==> src/rtl/apb_master_bridge.sv <==
// APB initiator: 2-deep command FIFO feeding a single-outstanding SETUP/ACCESS transfer engine.
// Define APB_TIMEOUT_EN to abort ACCESS after TIMEOUT_CYCLES wait states with rsp_err=1.
module apb_master_bridge #(
  parameter int AW             = 8,
  parameter int DW             = 8,
  parameter int TIMEOUT_CYCLES = 255
) (
  input  logic          clk,
  input  logic          reset,
  input  logic          cmd_valid,
  output logic          cmd_ready,
  input  logic          cmd_write,
  input  logic [AW-1:0] cmd_addr,
  input  logic [DW-1:0] cmd_wdata,
  output logic          rsp_valid,
  input  logic          rsp_ready,
  output logic [DW-1:0] rsp_rdata,
  output logic          rsp_err,
  output logic          psel,
  output logic          penable,
  output logic          pwrite,
  output logic [AW-1:0] paddr,
  output logic [DW-1:0] pwdata,
  input  logic [DW-1:0] prdata,
  input  logic          pready,
  output logic          busy
);
  typedef enum logic [1:0] {IDLE, SETUP, ACCESS, RESP} state_t;

  typedef struct packed {
    logic          write;
    logic [AW-1:0] addr;
    logic [DW-1:0] wdata;
  } cmd_t;

  state_t        state_q, state_d;
  cmd_t          fifo_q [2];
  cmd_t          fifo_d [2];
  logic          wr_ptr_q, wr_ptr_d, rd_ptr_q, rd_ptr_d;
  logic [1:0]    count_q, count_d;
  logic          psel_q, psel_d, penable_q, penable_d, pwrite_q, pwrite_d;
  logic [AW-1:0] paddr_q, paddr_d;
  logic [DW-1:0] pwdata_q, pwdata_d, rsp_rdata_q, rsp_rdata_d;
  logic          rsp_valid_q, rsp_valid_d, rsp_err_q, rsp_err_d;
  logic          push, pop;
  cmd_t          head;

`ifdef APB_TIMEOUT_EN
  localparam int TW = $clog2(TIMEOUT_CYCLES + 1);
  logic [TW-1:0] tmo_cnt_q, tmo_cnt_d;
`else
  logic unused_timeout_cfg;
  assign unused_timeout_cfg = (TIMEOUT_CYCLES > 0);
`endif

  // Ready looks only at the registered count, so a full FIFO never accepts on a pop cycle.
  assign cmd_ready = (count_q < 2'd2);
  assign push      = cmd_valid && cmd_ready;
  assign pop       = (state_q == IDLE) && (count_q != 2'd0);
  assign head      = fifo_q[rd_ptr_q];

  always_comb begin
    fifo_d = fifo_q;
    if (push) fifo_d[wr_ptr_q] = {cmd_write, cmd_addr, cmd_wdata};
    wr_ptr_d = wr_ptr_q ^ push;
    rd_ptr_d = rd_ptr_q ^ pop;
    count_d  = count_q;
    if (push && !pop)      count_d = count_q + 2'd1;
    else if (pop && !push) count_d = count_q - 2'd1;
  end

  always_comb begin
    state_d     = state_q;
    psel_d      = psel_q;
    penable_d   = penable_q;
    pwrite_d    = pwrite_q;
    paddr_d     = paddr_q;
    pwdata_d    = pwdata_q;
    rsp_valid_d = rsp_valid_q;
    rsp_rdata_d = rsp_rdata_q;
    rsp_err_d   = rsp_err_q;
`ifdef APB_TIMEOUT_EN
    tmo_cnt_d   = tmo_cnt_q;
`endif
    case (state_q)
      IDLE: begin
        if (pop) begin
          paddr_d   = head.addr;
          pwrite_d  = head.write;
          pwdata_d  = head.wdata;
          psel_d    = 1'b1;
          penable_d = 1'b0;
`ifdef APB_TIMEOUT_EN
          tmo_cnt_d = '0;
`endif
          state_d   = SETUP;
        end
      end
      SETUP: begin
        penable_d = 1'b1;
        state_d   = ACCESS;
      end
      ACCESS: begin
        if (pready) begin
          psel_d      = 1'b0;
          penable_d   = 1'b0;
          rsp_rdata_d = pwrite_q ? '0 : prdata;
          rsp_err_d   = 1'b0;
          rsp_valid_d = 1'b1;
          state_d     = RESP;
        end
`ifdef APB_TIMEOUT_EN
        else begin
          tmo_cnt_d = tmo_cnt_q + TW'(1);
          if (tmo_cnt_d == TW'(TIMEOUT_CYCLES)) begin
            psel_d      = 1'b0;
            penable_d   = 1'b0;
            rsp_rdata_d = '0;
            rsp_err_d   = 1'b1;
            rsp_valid_d = 1'b1;
            state_d     = RESP;
          end
        end
`endif
      end
      RESP: begin
        if (rsp_ready) begin
          rsp_valid_d = 1'b0;
          state_d     = IDLE;
        end
      end
      default: state_d = IDLE;
    endcase
  end

  always_ff @(posedge clk) begin
    if (reset) begin
      state_q     <= IDLE;
      fifo_q[0]   <= '0;
      fifo_q[1]   <= '0;
      wr_ptr_q    <= 1'b0;
      rd_ptr_q    <= 1'b0;
      count_q     <= 2'd0;
      psel_q      <= 1'b0;
      penable_q   <= 1'b0;
      pwrite_q    <= 1'b0;
      paddr_q     <= '0;
      pwdata_q    <= '0;
      rsp_valid_q <= 1'b0;
      rsp_rdata_q <= '0;
      rsp_err_q   <= 1'b0;
`ifdef APB_TIMEOUT_EN
      tmo_cnt_q   <= '0;
`endif
    end else begin
      state_q     <= state_d;
      fifo_q      <= fifo_d;
      wr_ptr_q    <= wr_ptr_d;
      rd_ptr_q    <= rd_ptr_d;
      count_q     <= count_d;
      psel_q      <= psel_d;
      penable_q   <= penable_d;
      pwrite_q    <= pwrite_d;
      paddr_q     <= paddr_d;
      pwdata_q    <= pwdata_d;
      rsp_valid_q <= rsp_valid_d;
      rsp_rdata_q <= rsp_rdata_d;
      rsp_err_q   <= rsp_err_d;
`ifdef APB_TIMEOUT_EN
      tmo_cnt_q   <= tmo_cnt_d;
`endif
    end
  end

  assign psel      = psel_q;
  assign penable   = penable_q;
  assign pwrite    = pwrite_q;
  assign paddr     = paddr_q;
  assign pwdata    = pwdata_q;
  assign rsp_valid = rsp_valid_q;
  assign rsp_rdata = rsp_rdata_q;
  assign rsp_err   = rsp_err_q;
  assign busy      = (state_q != IDLE) || (count_q != 2'd0);
endmodule
==> config.mk <==
export PLATFORM = sky130hd
export DESIGN_NAME = apb_master_bridge
export DESIGN_NICKNAME = d
export VERILOG_FILES = /design/src/rtl/apb_master_bridge.sv
export SDC_FILE = /design/constraint.sdc
export NUM_CORES = 1
export LEC_CHECK = 0
export ABC_CLOCK_PERIOD_IN_PS = 3800
export BUFFER_PORTS_ARGS = -buffer_cell sky130_fd_sc_hd__buf_2
export CAP_MARGIN = 5
export CORE_UTILIZATION = 25
export DETAILED_ROUTE_END_ITERATION = 10
export PLACE_DENSITY = 0.39
export REMOVE_ABC_BUFFERS = 1
export SETUP_SLACK_MARGIN = 0.2
export SKIP_LAST_GASP = 1
export SLEW_MARGIN = 5
export SYNTH_ARGS = -nofsm -noshare
export SYNTH_HDL_FRONTEND = slang
export SYNTH_SLANG_ARGS = --single-unit
==> constraint.sdc <==
create_clock -name clk -period 3.8 [get_ports clk]
set_input_delay 0.76 -clock clk [delete_from_list [all_inputs] [get_ports clk]]
set_output_delay 0.76 -clock clk [all_outputs]
set_load 0.03 [all_outputs]
==> results.md, run 1 <==
* Post-detailed-placement half-perimeter wirelength at 4.194 mm
* Sink of the worst hold path: rsp_rdata[5]$_SDFFE_PP0P_
* Unrepaired setup endpoints after global routing: no
* Synth area leader: dfxtp_1
* Filler cell count at 1187
* Hold Path Stages at 2
* Core ar. at 0.01147 mm2
* Vias in the first global route at 2043
* Hold Path Class: flip-flop to flip-flop
* Slew @ Worst Pin at 0.5155 ns
* Detailed Route WL at 6.325 mm
* H-tree depth at 3
* Seq cells post-synth at 68
* Number of max-cap violations at 0
* Die width at 110.9 um
* I/O pin count at 61
* DR vias/cell at 4.326
* Synth area leaders: dfxtp_1 46%, mux2i_1 17%, a211oi_2 7.2%, nor2_1 5.8%, ha_1 3.8%
* Routed via count at 2098
* # DRC at 0
* Total grt overflow at 0
* GRT Max-Usage Layer: met2
* Maximum fanout along the worst path at 5
* Startpoint types: flip-flop
* Worst-case reg-to-reg path depth at 5
* Synth unique cells at 30
* CTS tree: yes
* Setup ws final at 1.700 ns
* Final slew viol count at 0
* Final Hold Viols at 0
* CP bufs+invs at 2
* Max clock buf depth at 2
* Final Cell Area at 0.003598 mm2
* Worst-Skew Late Latency at 0.33 ns
* Placed instance area at 0.003313 mm2
* Root Buffer: clkbuf_16
* Required time worst endpoint at 3.04 ns
* Post-CTS Setup Inserts at 0
* PD cells at 766.1 mW/mm2
* Synthesis-to-finish area growth at 21.40%
* Routability congestion estimate at 0.7352
* ANT cells at 0
* Kind of cell adding the most delay to the critical path: flip-flops
* CP max stage delay at 0.42 ns
* Pre-CTS setup slack at 1.779 ns
* Cell Area, Synth at 0.002964 mm2
* Total track usage at 11.27%
* RR Endpoint: state_q[1]$_SDFFE_PP0P_
* Initial core utilization at 25.85%
* Worst path depth at 4
* Arr. time, crit path at 1.34 ns
* Worst-path clk slew at 0.05 ns
* Synth warn at 0
* Cell Rows at 39
* Crit-path slowest cell: dfxtp_1
* Max transition margin at 65.64%
* Die Y at 110.9 um
* Yosys top cell area share at 45.93%
* DR pass1 iterations at 4
* DRT iter0 DRCs at 155
* Final Cycle Share at 55.25%
* Fmax at 476.3 MHz
* Leakage at 1.446 nW
* Grt met1 use at 14.34%
* Status: completed
* Worst R2R Setup Slack at 2.04 ns
* Gate Count Post-Synth at 283
* Crit-path cells: inv_1 -> ha_1 -> nand2_1 -> buf_2
* Count leader, synth: dfxtp_1
* RR Startpoint: state_q[0]$_SDFFE_PP0P_
* Syn avg cell area at 10.47 um2
* Post-CTS resize count at 0
* Synth top cells by count: 68 x dfxtp_1, 51 x mux2i_1, 46 x nor2_1
* Async set-or-reset flop fraction in the synthesized netlist at 0%
* Nets at 376
* Clk sinks at 68
* Antenna Nets Post-Route at 0
* Clk_skew at 0.003679 ns
* Largest net degree at the start of global routing at 36
* Hold Buf Count CTS at 0
* Die Area at 0.01230 mm2
* Ys flop type: dfxtp_1
* Min Hold Slack at 0.4525 ns
* Share of layout cells above drive strength 1 at 31.58%
* GR Util met3 at 4.921%
* Area of the multi-input gates at 0.001406 mm2
* First-pass GRT wire length at 10.69 mm
* Setup violations, final at 0
* Tot Pwr at 2.757 mW
* GR Util met2 at 17.10%
* Sequential area share after synthesis at 45.93%
* Fin crit period at 2.100 ns
* TNS Setup at 0 ns
* Port Buffers at 59
* FF+latch area at 0.001361 mm2
* WL/cell at 13.04 um
* Antenna violations before repair at 0
* CTS buffer count at 9
* Worst Setup End Kind: output port
* Post-synth EDFFs at 0
* Crit. Startpoint: state_q[1]$_SDFFE_PP0P_
* Worst vdd ir at 0.3128 mV
* Hold path startpoint: rsp_rdata[5]$_SDFFE_PP0P_
* Crit path kind: flip-flop to output port
## worst max path at each step
stage	endpoint
3_5_place_dp	fifo_q[9]$_SDFFE_PP0P_
6_report	busy
2_1_floorplan	count_q[1]$_SDFFE_PP0P_
5_1_grt	busy
3_3_place_gp	fifo_q[9]$_SDFFE_PP0P_
4_1_cts	busy
## layout make-up
cell class	count	share of cell area [%]
Timing Repair Buffer	65	9.458
Sequential cell	68	37.83
Clock buffer	11	6.467
Inverter	7	0.7302
Tap cell	143	4.972
Multi-Input combinational cell	186	39.08
Clock inverter	5	1.460
## worst reg2reg max path: stages, from the launching register on
cell and delay, ns:
dfxtp_1 0.34, inv_1 0.13, ha_1 0.45, nor2b_1 0.44
nor4b_1 0.10, o21a_1 0.19
## metal layers
metal,vias up,wire length (um)
li1,1086,-
met1,949,3050
met2,55,2793
met3,8,393
met4,0,87
met5,-,0
## kinds of logic after synthesis
group | synth area share, %
AND/OR/NAND/NOR | 13.38
XOR/XNOR | 0.8866
buffers and inverters | 6.670
flip-flops | 45.93
AO/OA/AOI/OAI | 11.99
adder cells (fa/ha/maj) | 3.799
multiplexers | 17.22
other | 0.1265
## cell usage in the layout (no fill, tap or decap)
cell type,netlist,final
o311ai_0,2,2
xor2_1,2,2
buf_2,6,59
a21oi_1,12,12
inv_1,7,7
clkbuf_1,5,2
nor2b_1,3,3
o41ai_1,1,1
clkinv_2,0,3
o311a_1,1,1
dfxtp_1,68,68
o31a_1,1,1
o21a_1,2,1
xnor2_1,1,1
o21ai_0,3,3
nor2_1,46,46
mux2i_1,51,51
nand2_1,12,12
ha_1,9,9
or2_2,1,1
nand4b_1,8,8
buf_4,5,6
nor3b_2,1,1
nor4b_1,1,1
a211oi_2,17,17
clkinvlp_4,0,1
bufinv_16,0,1
conb_1,1,1
clkbuf_16,0,9
o21a_2,0,1
nor2_2,9,9
o31ai_1,1,1
or3_1,1,1
## per-stage QoR
step                      std cells  utilization [%]
after global placement          469            28.89
after detailed placement        469            28.89
after CTS                       485            31.38
after global routing            485            31.38
final                           485            31.38
after floorplan                 261                -
## flip-flops by register name (all words and copies together) (netlist names), 2 cells and up
signal / cells
pwdata: 8
fifo_q: 34
rsp_rdata: 8
state_q: 2
paddr: 8
count_q: 2
## power breakdown
part           total (mW)  switching (mW)  internal (mW)  leakage [nW]
Combinational       0.992           0.605          0.387         0.750
Clock               0.805           0.301          0.504         0.139
Sequential          0.960           0.104          0.856         0.556
Total                2.76            1.01           1.75          1.45
Power figures use the tool's default switching activity.
==> run 2, diff against run 1 <==
Settings changed: ABC_AREA from default to 1, ABC_CLOCK_PERIOD_IN_PS 3800 to 2150.
Clock period 3.8 ns to 2.15 ns, I/O delays scaled along.
==> run 2 against run 1 <==
Against the previous run: critical path depth is the same; hold slack lost 0.13 ns; utilization shrank 0.066 points; worst setup slack lost 1.4 ns; critical path type unchanged; critical endpoint unchanged; largest cell class is now flip-flops and latches.
==> results.md, run 2 <==
* Status: completed (unchanged)
* ANT cells at 0 (unchanged)
* Fin crit period at 1.838 ns
* Share of layout cells above drive strength 1 at 20.09% (was 31.58%)
* TNS Setup at 0 ns (unchanged)
* Initial core utilization at 25.87% (was 25.85%)
* Max clock buf depth at 2 (unchanged)
* Cell Rows at 38 (was 39)
* Worst-path clk slew at 0.07 ns (was 0.05 ns)
* Post-detailed-placement half-perimeter wirelength at 4.461 mm (was 4.194 mm)
* Synth area leader: dfxtp_1 (unchanged)
* Antenna Nets Post-Route at 0 (unchanged)
* RR Startpoint: state_q[1]$_SDFFE_PP0P_ (was state_q[0]$_SDFFE_PP0P_)
* Post-synth EDFFs at 0 (unchanged)
* DR pass1 iterations at 5 (was 4)
* Final slew viol count at 0 (unchanged)
* GR Util met2 at 20.11% (was 17.10%)
* Detailed Route WL at 6.854 mm (was 6.325 mm)
* Setup violations, final at 0 (unchanged)
* Root Buffer: clkbuf_8 (was clkbuf_16)
* PD cells at 1422 mW/mm2 (was 766.1 mW/mm2)
* Non-Filler Instances at 573 (was 485)
* GRT Max-Usage Layer: met2 (unchanged)
* Synth unique cells at 25 (was 30)
* Crit. Startpoint: state_q[0]$_SDFFE_PP0P_ (was state_q[1]$_SDFFE_PP0P_)
* # DRC at 0 (unchanged)
* Post-CTS resize count at 0 (unchanged)
* Synthesis-to-finish area growth at 21.06% (was 21.40%)
* Yosys top cell area share at 48.33% (was 45.93%)
* Nets at 468 (was 376)
* Hold path startpoint: cmd_wdata[2] (was rsp_rdata[5]$_SDFFE_PP0P_)
* Final Cycle Share at 85.47%
* Die Area at 0.01169 mm2 (was 0.01230 mm2)
* Clk_skew at 0.005077 ns (was 0.003679 ns)
* Final Hold Viols at 0 (unchanged)
* I/O pin count at 61 (unchanged)
* Largest net degree at the start of global routing at 41 (was 36)
* Hold Path Class: input pin to flip-flop (was flip-flop to flip-flop)
* Most frequent cells in the layout: 73 x nor2_1, 68 x dfxtp_1, 67 x o21ai_0 (was 68 x dfxtp_1, 59 x buf_2, 51 x mux2i_1)
* Maximum fanout along the worst path at 5 (unchanged)
* Routability congestion estimate at 0.7026 (was 0.7352)
* Cell Area, Synth at 0.002816 mm2 (was 0.002964 mm2)
* Core ar. at 0.01089 mm2 (was 0.01147 mm2)
* WL/cell at 11.96 um (was 13.04 um)
* Worst-Skew Late Latency at 0.34 ns (was 0.33 ns)
* Worst vdd ir at 0.4978 mV (was 0.3128 mV)
* Ys flop type: dfxtp_1 (unchanged)
* Die Y at 108.1 um (was 110.9 um)
* Hold Buf Count CTS at 0 (unchanged)
* First-pass GRT wire length at 11.20 mm (was 10.69 mm)
* Port Buffers at 59 (unchanged)
* Vias in the first global route at 2330 (was 2043)
* Gate Count Post-Synth at 374 (was 283)
* Fmax at 544.2 MHz
* Tot Pwr at 4.848 mW (was 2.757 mW)
* Unrepaired setup endpoints after global routing: no (unchanged)
* CTS tree: yes (unchanged)
* Leakage at 1.546 nW (was 1.446 nW)
* Synth warn at 0 (unchanged)
* Total track usage at 12.40% (was 11.27%)
* GR Util met3 at 3.858% (was 4.921%)
* Total grt overflow at 0 (unchanged)
* Crit path kind: flip-flop to output port (unchanged)
* Clk sinks at 68 (unchanged)
* Reg with most FFs: fifo_q (unchanged)
* Sequential area share after synthesis at 48.33% (was 45.93%)
* DRT iter0 DRCs at 94 (was 155)
* Number of max-cap violations at 0 (unchanged)
* H-tree depth at 3 (unchanged)
* Synth area leaders: dfxtp_1 48%, o21ai_0 12%, nor2_1 9.7%, a21oi_1 5.9%, nand2_1 5.2% (was dfxtp_1 46%, mux2i_1 17%, a211oi_2 7.2%, nor2_1 5.8%, ha_1 3.8%)
* Required time worst endpoint at 1.72 ns (was 3.04 ns)
* Grt met1 use at 15.53% (was 14.34%)
* CTS buffer count at 9 (unchanged)
* Synth top cells by count: 73 x nor2_1, 68 x dfxtp_1, 67 x o21ai_0 (was 68 x dfxtp_1, 51 x mux2i_1, 46 x nor2_1)
* Antenna violations before repair at 0 (unchanged)
* Arr. time, crit path at 1.41 ns (was 1.34 ns)
* DR vias/cell at 4.307 (was 4.326)
* Syn avg cell area at 7.531 um2 (was 10.47 um2)
* Die width at 108.1 um (was 110.9 um)
* Seq cells post-synth at 68 (unchanged)
* Leading cell type in the layout, fill and taps excluded: nor2_1 (was dfxtp_1)
* Count leader, synth: nor2_1 (was dfxtp_1)
* Startpoint types: flip-flop (unchanged)
* Post-CTS Setup Inserts at 0 (unchanged)
* Worst Setup End Kind: output port (unchanged)
* Routed via count at 2468 (was 2098)
* Max reg flops at 34 (unchanged)
* Async set-or-reset flop fraction in the synthesized netlist at 0% (unchanged)
* Dpl cells at 558 (was 469)
-- run 2: cell count changes after synthesis, moves of 17 or more --
cell / before / now
o21ai_0: 3 / 67
mux2i_1: 51 / 0
nand2_1: 12 / 39
nor2_1: 46 / 73
inv_1: 7 / 33
a21oi_1: 12 / 33
a211oi_2: 17 / 0
-- run 2: routing by layer --
metal	routed length, um	vias up
li1	-	1310
met1	3328	1092
met2	3059	57
met3	372	9
met4	93	0
met5	0	-
-- run 2: logic make-up after synthesis --
family	after synthesis	synth area share (%)
flip-flops	68	48.33
AND/OR/NAND/NOR	133	19.59
AO/OA/AOI/OAI	105	18.66
buffers and inverters	58	9.284
adder cells (fa/ha/maj)	9	3.998
other	1	0.1331
-- run 2: through the flow --
stage	hold WS [ns]	worst slack (ns)	util [%]	area [um2]
floorplan	0.4265	0.6103	-	2698
global placement	0.4361	0.4741	29.56	3218
detailed placement	0.4397	0.4247	29.56	3218
CTS	0.3046	0.2879	31.31	3410
global route	0.3247	0.2176	31.31	3410
finish	0.3256	0.3125	31.31	3410
-- run 2: worst max-delay path: stages, from the launching register on --
cell and delay, ns:
dfxtp_1 0.41, inv_1 0.11, ha_1 0.27, nand2_1 0.09, buf_2 0.20
-- run 2: area by class of cell --
cell class	instances	area, um2
inverter	38	142.6
tap	140	175.2
clock buffer	11	141.4
timing repair buffer	64	345.3
multi-input combinational	248	1194
sequential	68	1361
clock inverter	4	50.05
fill	1229	7478
-- run 2: final timing paths --
kind,to,slack [ns],cells after the start
worst max-delay path,busy,0.31,4
worst min-delay path,fifo_q[2]$_SDFFE_PP0P_,0.33,3
worst max register to register,count_q[1]$_SDFFE_PP0P_,0.44,9
worst min register to register,fifo_q[25]$_SDFFE_PP0P_,0.45,2
-- run 2: where the power goes --
group	internal [mW]	switching [mW]
clock	0.560	0.489
sequential	1.61	0.188
combinational	0.597	1.41
==> run 3, diff against run 2 <==
Settings changed: ABC_AREA 1 to default.
==> run 3 against run 2 <==
Against the previous run: register-to-register slack worse by 0.02 ns; hold slack better by 0.025 ns; sequential power down 5%; power up 4.8%; sequential share of layout area down 3.0 points; clock skew about the same; final area up 8.0%; utilization up 0.81 points; wire length down 5.9%; count of clock-buffer cells in the layout unchanged; combinational power down 10%; critical path type unchanged; critical endpoint unchanged; largest cell class is now multi-input gates; largest power group unchanged.
==> results.md, run 3 (synthesis gave the netlist of run 1 again) <==
* Routability congestion estimate at 0.7401 (was 0.7026)
* Min Hold Slack at 0.3510 ns (was 0.3256 ns)
* Fin util at 32.12% (was 31.31%)
* RR Startpoint: state_q[1]$_SDFFE_PP0P_ (unchanged)
* Root Buffer: clkbuf_16 (was clkbuf_8)
* Leading cell type in the layout, fill and taps excluded: dfxtp_1 (was nor2_1)
* Cell Rows at 39 (was 38)
* Final Cycle Share at 80.97% (was 85.47%)
* Routed via count at 2141 (was 2468)
* Worst-case reg-to-reg path depth at 7 (was 9)
* GR Util met3 at 4.429% (was 3.858%)
* CP max stage delay at 0.41 ns (about the same)
* Leakage at 1.486 nW (was 1.546 nW)
* Status: completed (unchanged)
* Max transition margin at 64.73%
* Fmax at 574.4 MHz (was 544.2 MHz)
* Vias in the first global route at 2062 (was 2330)
* Total track usage at 11.23% (was 12.40%)
* Hold Buf Count CTS at 0 (unchanged)
* Number of max-cap violations at 0 (unchanged)
* Die Area at 0.01230 mm2 (was 0.01169 mm2)
* WL/cell at 13.25 um (was 11.96 um)
* DRT iter0 DRCs at 97 (was 94)
* Hold Path Class: input pin to flip-flop (unchanged)
* DR vias/cell at 4.396 (was 4.307)
* I/O pin count at 61 (unchanged)
* Unrepaired setup endpoints after global routing: no (unchanged)
* Detailed Route WL at 6.451 mm (was 6.854 mm)
* Clk_skew at 0.005266 ns (was 0.005077 ns)
* GRT Max-Usage Layer: met2 (unchanged)
* Initial core utilization at 25.85% (was 25.87%)
* Hold path startpoint: cmd_addr[4] (was cmd_wdata[2])
* Setup violations, final at 0 (unchanged)
* Share of layout cells above drive strength 1 at 32.27% (was 20.09%)
* Hold Path Stages at 3 (unchanged)
* Max reg flops at 34 (unchanged)
* DR pass1 iterations at 4 (was 5)
* RR Endpoint: count_q[1]$_SDFFE_PP0P_ (unchanged)
* Worst vdd ir at 0.6049 mV (was 0.4978 mV)
* Nets at 378 (was 468)
* Die width at 110.9 um (was 108.1 um)
* # DRC at 0 (unchanged)
* Worst Setup End Kind: output port (unchanged)
* Placed instance area at 0.003366 mm2 (was 0.003218 mm2)
* CTS buffer count at 9 (unchanged)
* First-pass GRT wire length at 10.64 mm (was 11.20 mm)
* Tot Pwr at 5.081 mW (was 4.848 mW)
* Grt met1 use at 13.49% (was 15.53%)
* Post-detailed-placement half-perimeter wirelength at 4.284 mm (was 4.461 mm)
* Crit path kind: flip-flop to output port (unchanged)
* Worst R2R Setup Slack at 0.42 ns (was 0.44 ns)
* Reg with most FFs: fifo_q (unchanged)
* Arr. time, crit path at 1.31 ns (was 1.41 ns)
* Final Cell Area at 0.003684 mm2 (was 0.003410 mm2)
* GR Util met2 at 17.60% (was 20.11%)
* Sink of the worst hold path: fifo_q[29]$_SDFFE_PP0P_ (was fifo_q[2]$_SDFFE_PP0P_)
* Worst-path clk slew at 0.06 ns (was 0.07 ns)
* CTS tree: yes (unchanged)
* H-tree depth at 3 (unchanged)
* Non-Filler Instances at 487 (was 573)
* Antenna violations before repair at 0 (unchanged)
* Synthesis-to-finish area growth at 24.27% (was 21.06%)
* Max clock buf depth at 2 (unchanged)
* Maximum fanout along the worst path at 5 (unchanged)
* Worst-Skew Late Latency at 0.33 ns (was 0.34 ns)
* Filler cell count at 1222 (was 1229)
* PD cells at 1379 mW/mm2 (was 1422 mW/mm2)
* Fin crit period at 1.741 ns (was 1.838 ns)
* Post-CTS resize count at 0 (unchanged)
* Antenna Nets Post-Route at 0 (unchanged)
* Crit-path cells: inv_1 -> ha_1 -> nand2_1 -> buf_2 (unchanged)
* Post-CTS Setup Inserts at 0 (unchanged)
* Port Buffers at 59 (unchanged)
* Dpl cells at 471 (was 558)
* Total grt overflow at 0 (unchanged)
* Required time worst endpoint at 1.72 ns (about the same)
* Largest net degree at the start of global routing at 36 (was 41)
* Final slew viol count at 0 (unchanged)
* Die Y at 110.9 um (was 108.1 um)
* Slew @ Worst Pin at 0.5291 ns
* Final Hold Viols at 0 (unchanged)
* Startpoint types: flip-flop (unchanged)
* Clk sinks at 68 (unchanged)
* Most frequent cells in the layout: 68 x dfxtp_1, 59 x buf_2, 51 x mux2i_1 (was 73 x nor2_1, 68 x dfxtp_1, 67 x o21ai_0)
* Core ar. at 0.01147 mm2 (was 0.01089 mm2)
* ANT cells at 0 (unchanged)
* Crit-path slowest cell: dfxtp_1 (unchanged)
==> run 3: power breakdown <==
group / internal (mW) / total [mW] / switching [mW] / leakage, nW
clock: 1.04 / 1.57 / 0.531 / 0.159
combinational: 0.729 / 1.81 / 1.08 / 0.771
sequential: 1.51 / 1.70 / 0.186 / 0.556
total: 3.28 / 5.08 / 1.80 / 1.49
==> run 3: how the worst max path moves through the flow <==
stage	startpoint	to	cells after the start
global placement	state_q[0]$_SDFFE_PP0P_	count_q[1]$_SDFFE_PP0P_	7
CTS	state_q[1]$_SDFFE_PP0P_	busy	4
global route	state_q[0]$_SDFFE_PP0P_	count_q[1]$_SDFFE_PP0P_	7
detailed placement	state_q[0]$_SDFFE_PP0P_	count_q[1]$_SDFFE_PP0P_	7
finish	state_q[1]$_SDFFE_PP0P_	busy	4
floorplan	state_q[0]$_SDFFE_PP0P_	count_q[1]$_SDFFE_PP0P_	7
==> run 3: stage by stage <==
step / setup slack [ns] / TNS (ns)
5_1_grt: 0.2758 / 0
4_1_cts: 0.3891 / 0
2_1_floorplan: -0.4928 / -0.7214
3_3_place_gp: 0.4729 / 0
6_report: 0.4090 / 0
3_5_place_dp: 0.4492 / 0
==> run 3: worst max-delay path: cells and delay by family, from the launching register on <==
kind | cells | cell delay (ns)
buf+inv | 2 | 0.30
flops | 1 | 0.41
fa+ha+maj | 1 | 0.21
simple gates | 1 | 0.07
==> run 3: area by class of cell <==
type | instances | area, um2 | area share (%)
Inverter | 7 | 26.28 | 0.7133
Clock buffer | 11 | 242.7 | 6.590
Clock inverter | 5 | 75.07 | 2.038
Timing Repair Buffer | 67 | 392.9 | 10.67
Multi-Input combinational cell | 186 | 1406 | 38.18
Sequential cell | 68 | 1361 | 36.96
Tap cell | 143 | 178.9 | 4.857
==> run 3: metal layers <==
layer	up-vias	wire length (um)
met5	-	0
met4	0	122
met3	10	373
met2	52	2893
met1	997	3062
li1	1082	-
